===== config.mk =====
export PLATFORM = sky130hd
export DESIGN_NAME = instr_loader
export DESIGN_NICKNAME = d
export VERILOG_FILES = /design/src/rtl/instr_loader.sv
export SDC_FILE = /design/constraint.sdc
export NUM_CORES = 1
export LEC_CHECK = 0
export ABC_AREA = 1
export CAP_MARGIN = 20
export CORE_MARGIN = 2
export CORE_UTILIZATION = 56
export CTS_BUF_LIST = sky130_fd_sc_hd__clkbuf_8
export CTS_CLUSTER_DIAMETER = 150
export DETAILED_ROUTE_END_ITERATION = 8
export MAX_ROUTING_LAYER = met4
export PLACE_DENSITY_LB_ADDON = 0.15
export SLEW_MARGIN = 20
export SYNTH_ARGS = -nofsm -noshare
export SYNTH_HDL_FRONTEND = slang
export SYNTH_SLANG_ARGS = --single-unit

===== constraint.sdc =====
create_clock -name clk -period 1.8 [get_ports clk]
set_input_delay 0.36 -clock clk [delete_from_list [all_inputs] [get_ports clk]]
set_output_delay 0.36 -clock clk [all_outputs]
set_load 0.02 [all_outputs]

===== src/rtl/instr_loader.sv =====
`default_nettype none
// ============================================================================
// Module   : instr_loader
// Brief    : Byte-stream boot loader. It reads a word-count header and then
//            little-endian instruction words, and writes them to instruction memory.
// Revision : 1.0 - initial release
// ============================================================================
module instr_loader #(
    parameter int REG_WIDTH           = 32,
    parameter int INSTR_ADDR_WIDTH    = 32,
    parameter int NUM_OF_INSTRUCTIONS = 128
) (
    input  logic                        clk,
    input  logic                        rst,
    input  logic                        start,
    input  logic [7:0]                  in_data,
    input  logic                        in_valid,
    output logic                        in_ready,
    output logic                        wr_en,
    output logic [INSTR_ADDR_WIDTH-1:0] wr_addr,
    output logic [REG_WIDTH-1:0]        wr_data,
    output logic                        cpu_hold,
    output logic                        busy,
    output logic                        done,
    output logic                        error,
    output logic [7:0]                  words_loaded
);

    localparam int c_BYTES = REG_WIDTH / 8;
    localparam int c_BC_W  = (c_BYTES > 1) ? $clog2(c_BYTES) : 1;
    localparam logic [c_BC_W-1:0] c_LAST_BYTE = c_BC_W'(c_BYTES - 1);

    localparam logic [2:0] c_IDLE = 3'd0;
    localparam logic [2:0] c_LEN  = 3'd1;
    localparam logic [2:0] c_LOAD = 3'd2;
    localparam logic [2:0] c_DONE = 3'd3;
    localparam logic [2:0] c_ERR  = 3'd4;

    logic [2:0]                  r_state;
    logic [c_BC_W-1:0]           r_byte_cnt;
    logic [7:0]                  r_words_left;
    logic [INSTR_ADDR_WIDTH-1:0] r_word_idx;
    logic [REG_WIDTH-9:0]        r_shift;
    logic                        r_wr_en;
    logic [INSTR_ADDR_WIDTH-1:0] r_wr_addr;
    logic [REG_WIDTH-1:0]        r_wr_data;
    logic                        r_done;
    logic                        r_cpu_hold;
    logic [7:0]                  r_words_loaded;

    logic                        w_busy;
    logic                        w_xfer;
    logic                        w_hdr_bad;
    logic [REG_WIDTH-1:0]        w_word;

    assign w_busy    = (r_state == c_LEN) || (r_state == c_LOAD);
    assign w_xfer    = in_valid && w_busy;
    assign w_hdr_bad = (in_data == 8'd0) ||
                       ({24'd0, in_data} > 32'(NUM_OF_INSTRUCTIONS));
    // Bytes enter at the top, so after a full word byte 0 sits in bits [7:0]
    assign w_word    = {in_data, r_shift};

    always_ff @(posedge clk) begin
        if (rst) begin
            r_state        <= c_IDLE;
            r_byte_cnt     <= '0;
            r_words_left   <= '0;
            r_word_idx     <= '0;
            r_shift        <= '0;
            r_wr_en        <= 1'b0;
            r_wr_addr      <= '0;
            r_wr_data      <= '0;
            r_done         <= 1'b0;
            r_cpu_hold     <= 1'b1;
            r_words_loaded <= '0;
        end else begin
            r_wr_en <= 1'b0;
            case (r_state)
                c_IDLE, c_DONE, c_ERR: begin
                    if (start) begin
                        r_state        <= c_LEN;
                        r_done         <= 1'b0;
                        r_cpu_hold     <= 1'b1;
                        r_words_loaded <= '0;
                        r_byte_cnt     <= '0;
                        r_word_idx     <= '0;
                    end else if (r_state == c_DONE) begin
                        // The first DONE cycle carries the final write; release the core after it
                        r_done     <= 1'b1;
                        r_cpu_hold <= 1'b0;
                    end
                end
                c_LEN: begin
                    if (w_xfer) begin
                        if (w_hdr_bad) begin
                            r_state <= c_ERR;
                        end else begin
                            r_words_left <= in_data;
                            r_state      <= c_LOAD;
                        end
                    end
                end
                c_LOAD: begin
                    if (w_xfer) begin
                        r_shift <= w_word[REG_WIDTH-1:8];
                        if (r_byte_cnt == c_LAST_BYTE) begin
                            r_byte_cnt     <= '0;
                            r_wr_en        <= 1'b1;
                            r_wr_addr      <= r_word_idx;
                            r_wr_data      <= w_word;
                            r_word_idx     <= r_word_idx + INSTR_ADDR_WIDTH'(1);
                            r_words_loaded <= r_words_loaded + 8'd1;
                            r_words_left   <= r_words_left - 8'd1;
                            if (r_words_left == 8'd1) begin
                                r_state <= c_DONE;
                            end
                        end else begin
                            r_byte_cnt <= r_byte_cnt + c_BC_W'(1);
                        end
                    end
                end
                default: r_state <= c_IDLE;
            endcase
        end
    end

    assign in_ready     = w_busy;
    assign busy         = w_busy;
    assign wr_en        = r_wr_en;
    assign wr_addr      = r_wr_addr;
    assign wr_data      = r_wr_data;
    assign cpu_hold     = r_cpu_hold;
    assign done         = r_done;
    assign error        = (r_state == c_ERR);
    assign words_loaded = r_words_loaded;

endmodule
`default_nettype wire


==> summary.json <==
{
  "hold_path_end": "wr_data[18]$_SDFFE_PP0P_",
  "drt_iter0_drc": 394,
  "finalHoldViolCount": 0,
  "routed_wire_length_per_instance_um": 13.63,
  "hp-class": "register to register",
  "clock_insertion_delay_worst_skew_ns": 0.45,
  "grt_max_degree": 57,
  "place_area_mm2": 0.007398,
  "fp.dieArea_mm2": 0.01184,
  "postSynthCellCount": 874,
  "postLayoutCellArea_mm2": 0.007930,
  "critical_path_cell_with_the_highest_stage_delay": "sky130_fd_sc_hd__clkdlybuf4s50_1",
  "report.final.slew_viol_count": 0,
  "antenna_violating_nets_post_route": 0,
  "cp_data_arrival_time_ns": 1.40,
  "pwr_density_cell_mw_per_mm2": 1035,
  "clkTransAtPathRegs_ns": 0.08,
  "wirelength_routed_um": 15540,
  "drive_above_1_share_pct": 11.30,
  "ioPinCount": 90,
  "crit_buf_inv": 1,
  "route.detailed.drc": 0,
  "relSlewSlack_pct": 77.70,
  "finalPower_mw": 8.208,
  "viasPerCell": 5.293,
  "achievable-frequency_mhz": 568.1,
  "worst_pin_slew_ns": 0.3342,
  "number_of_antenna_violations_at_the_first_check_in_global_routing": 0,
  "place_hpwl_um": 10950,
  "synth-seq-cells": 144,
  "clock_skew_ns": 0.01112,
  "postSynthNetCount": 891,
  "outcome": "completed",
  "clk_path_buf_depth": 2,
  "timing.final.crit_share_pct": 97.80,
  "cts_made_buffers": 17,
  "min_delay_path_depth": 2,
  "cts-htree-levels": 4,
  "setup_viol": 0,
  "gr-total-overflow": 0,
  "place_congestion": 0.9177,
  "yosysWarningCount": 0,
  "synthesis.area_per_instance_um2": 7.041,
  "row_count": 38,
  "cts_num_sinks": 144,
  "timing.critical_path.cells": "clkdlybuf4s50_1",
  "vdd.ir_drop.worst_v": 0.001028,
  "data_required_time_of_the_critical_path_ns": 1.44,
  "timing.critical_path.to_type": "primary output",
  "cp_slowest_stage_delay_ns": 0.61,
  "die-height_um": 108.8,
  "worst_hold_startpoint": "r_shift[18]$_SDFFE_PP0N_",
  "cap_viol_max_count": 0,
  "post_synth_num_cell_types": 31,
  "port-buffer-count": 89,
  "worst-r2r-cell-count": 10,
  "yosysSeqAreaShare_pct": 46.85,
  "core_region_area_mm2": 0.01079,
  "critical_path.startpoint_type": "register",
  "fin_worst_hold_slack_ns": 0.4693,
  "nets": 1004,
  "cts_root_buf": "sky130_fd_sc_hd__clkbuf_8",
  "first_pass_grt_wire_length_um": 25280,
  "timing.rr.start": "r_state[2]$_SDFFE_PP0P_",
  "effective_utilization_at_floorplan_pct": 57.01,
  "r2r_end": "r_word_idx[23]$_SDFFE_PP0P_",
  "regToRegSetupSlack_ns": 0.07,
  "stdcell_count": 1140,
  "cell_family_with_most_cp_delay": "buffers and inverters",
  "unrepaired_setup_endpoints_after_global_routing": "true",
  "leakagePower_nw": 3.854,
  "dp_cells": 1105,
  "final_core_utilization_pct": 73.48,
  "track_usage_pct": 27.70,
  "area.growth.synth_to_final_pct": 28.87,
  "tritoncts": "yes",
  "n_antenna_cell": 0,
  "critical_path.max_fanout": 2,
  "syn_area_mm2": 0.006153,
  "first_global_vias": 5706,
  "chip_width_um": 108.8,
  "route.vias.total": 6034,
  "timing.final.crit_period_ns": 1.760,
  "number_of_search_and_repair_iterations_in_the_first_detailed_routing_pass": 5,
  "path_class": "register to primary output"
}
[worst max path at each step]
stage	slack (ns)	to	depth (start not counted)	start
after detailed placement	-0.17	r_words_left[6]$_SDFFE_PP0P_	10	in_data[4]
final	0.04	wr_addr[6]	1	wr_addr[6]$_SDFFE_PP0P_
after global placement	-0.10	r_word_idx[18]$_SDFFE_PP0P_	11	in_valid
after CTS	0.0004	words_loaded[6]	1	words_loaded[6]$_SDFFE_PP0P_
after floorplan	0.30	r_word_idx[30]$_SDFFE_PP0P_	8	r_word_idx[0]$_SDFFE_PP0P_
after global routing	-0.04	r_word_idx[27]$_SDFFE_PP0P_	10	r_word_idx[4]$_SDFFE_PP0P_
[cells in the mapped netlist]
library cell | number | area (µm²)
sky130_fd_sc_hd__clkbuf_2 | 1 | 5.000
sky130_fd_sc_hd__o21a_1 | 1 | 7.510
sky130_fd_sc_hd__nand2_2 | 6 | 37.54
sky130_fd_sc_hd__a31oi_1 | 1 | 6.260
sky130_fd_sc_hd__a21oi_2 | 1 | 8.760
sky130_fd_sc_hd__inv_2 | 5 | 18.77
sky130_fd_sc_hd__o21ai_0 | 92 | 460.4
sky130_fd_sc_hd__o21bai_1 | 1 | 7.510
sky130_fd_sc_hd__ha_1 | 5 | 62.56
sky130_fd_sc_hd__nand2_1 | 161 | 604.3
sky130_fd_sc_hd__dfxtp_1 | 144 | 2883
sky130_fd_sc_hd__nor2_2 | 2 | 12.51
sky130_fd_sc_hd__or2_2 | 2 | 12.51
sky130_fd_sc_hd__nand3_1 | 66 | 330.3
sky130_fd_sc_hd__inv_1 | 62 | 232.7
sky130_fd_sc_hd__nor2_4 | 3 | 33.78
sky130_fd_sc_hd__buf_4 | 3 | 22.52
sky130_fd_sc_hd__nand3b_1 | 6 | 45.04
sky130_fd_sc_hd__and2_1 | 1 | 6.260
sky130_fd_sc_hd__nor3_1 | 7 | 35.03
sky130_fd_sc_hd__o211a_1 | 1 | 10.01
sky130_fd_sc_hd__buf_6 | 3 | 33.78
sky130_fd_sc_hd__clkbuf_1 | 10 | 37.54
sky130_fd_sc_hd__buf_2 | 20 | 100.1
sky130_fd_sc_hd__xor2_1 | 3 | 26.28
sky130_fd_sc_hd__buf_1 | 5 | 18.77
sky130_fd_sc_hd__nor2_1 | 190 | 713.2
sky130_fd_sc_hd__a21oi_1 | 57 | 285.3
sky130_fd_sc_hd__nand2_4 | 1 | 11.26
sky130_fd_sc_hd__nand4_1 | 13 | 81.33
sky130_fd_sc_hd__clkinv_1 | 1 | 3.750
[report_power, final]
group | switching (mW) | internal (mW)
logic | 1.29 | 0.807
registers | 0.141 | 3.35
clock network | 1.22 | 1.40
total | 2.66 | 5.55
[state kept, by name, summed over array words and instances (netlist names)]
register	flops
r_word_idx	32
wr_addr	32
wr_data	32
r_shift	24
r_words_left	8
words_loaded	8
r_state	3
r_byte_cnt	2
cpu_hold	1
done	1
wr_en	1
[layer usage]
layer | track usage (%) | wire [µm]
met3 | 5.798 | 662
met1 | 32.83 | 6850
met5 | - | 0
met2 | 45.85 | 7672
met4 | 11.54 | 352
[cells by family after synthesis]
kind of cell | share of synthesized area [%]
buffers and inverters | 7.686
adder cells (fa/ha/maj) | 1.017
AND/OR/NAND/NOR | 31.25
XOR/XNOR | 0.4271
AO/OA/AOI/OAI | 12.77
flip-flops | 46.85
[through the flow]
step / TNS [ns] / setup WS (ns)
after global placement: -3.827 / -0.1022
after global routing: -0.3361 / -0.04048
after detailed placement: -6.356 / -0.1654
final: 0 / 0.03965
after CTS: 0 / 0.0003705
after floorplan: 0 / 0.2987
[cells in the final DEF, fill, tap and decap left out, drive strengths merged, types with 6 or more instances in the layout]
cell / n
nand3b: 6
nand4: 13
o21ai: 92
nand2: 168
inv: 67
buf: 47
a21oi: 58
dlygate4sd2: 10
clkinvlp: 7
nor3: 7
nand3: 66
dlymetal6s2s: 29
clkbuf: 18
nor2: 195
clkdlybuf4s50: 47
dfxtp: 144
[final cells by class]
class,count,area [µm²]
clock buffers,18,247.7
flip-flops and latches,144,2887
repair buffers,136,1373
fillers,890,2863
clock inverters,14,166.4
inverters,68,255.2
multi-input cells,620,2826
well taps,140,175.2
[repair_timing]
item,CTS,global route
buffers inserted,0,3
setup endpoints to repair,13,50
hold buffers,0,0
pin swaps,0,2
resized for setup,20,39
No activity file was read; power rests on OpenSTA's default activity.
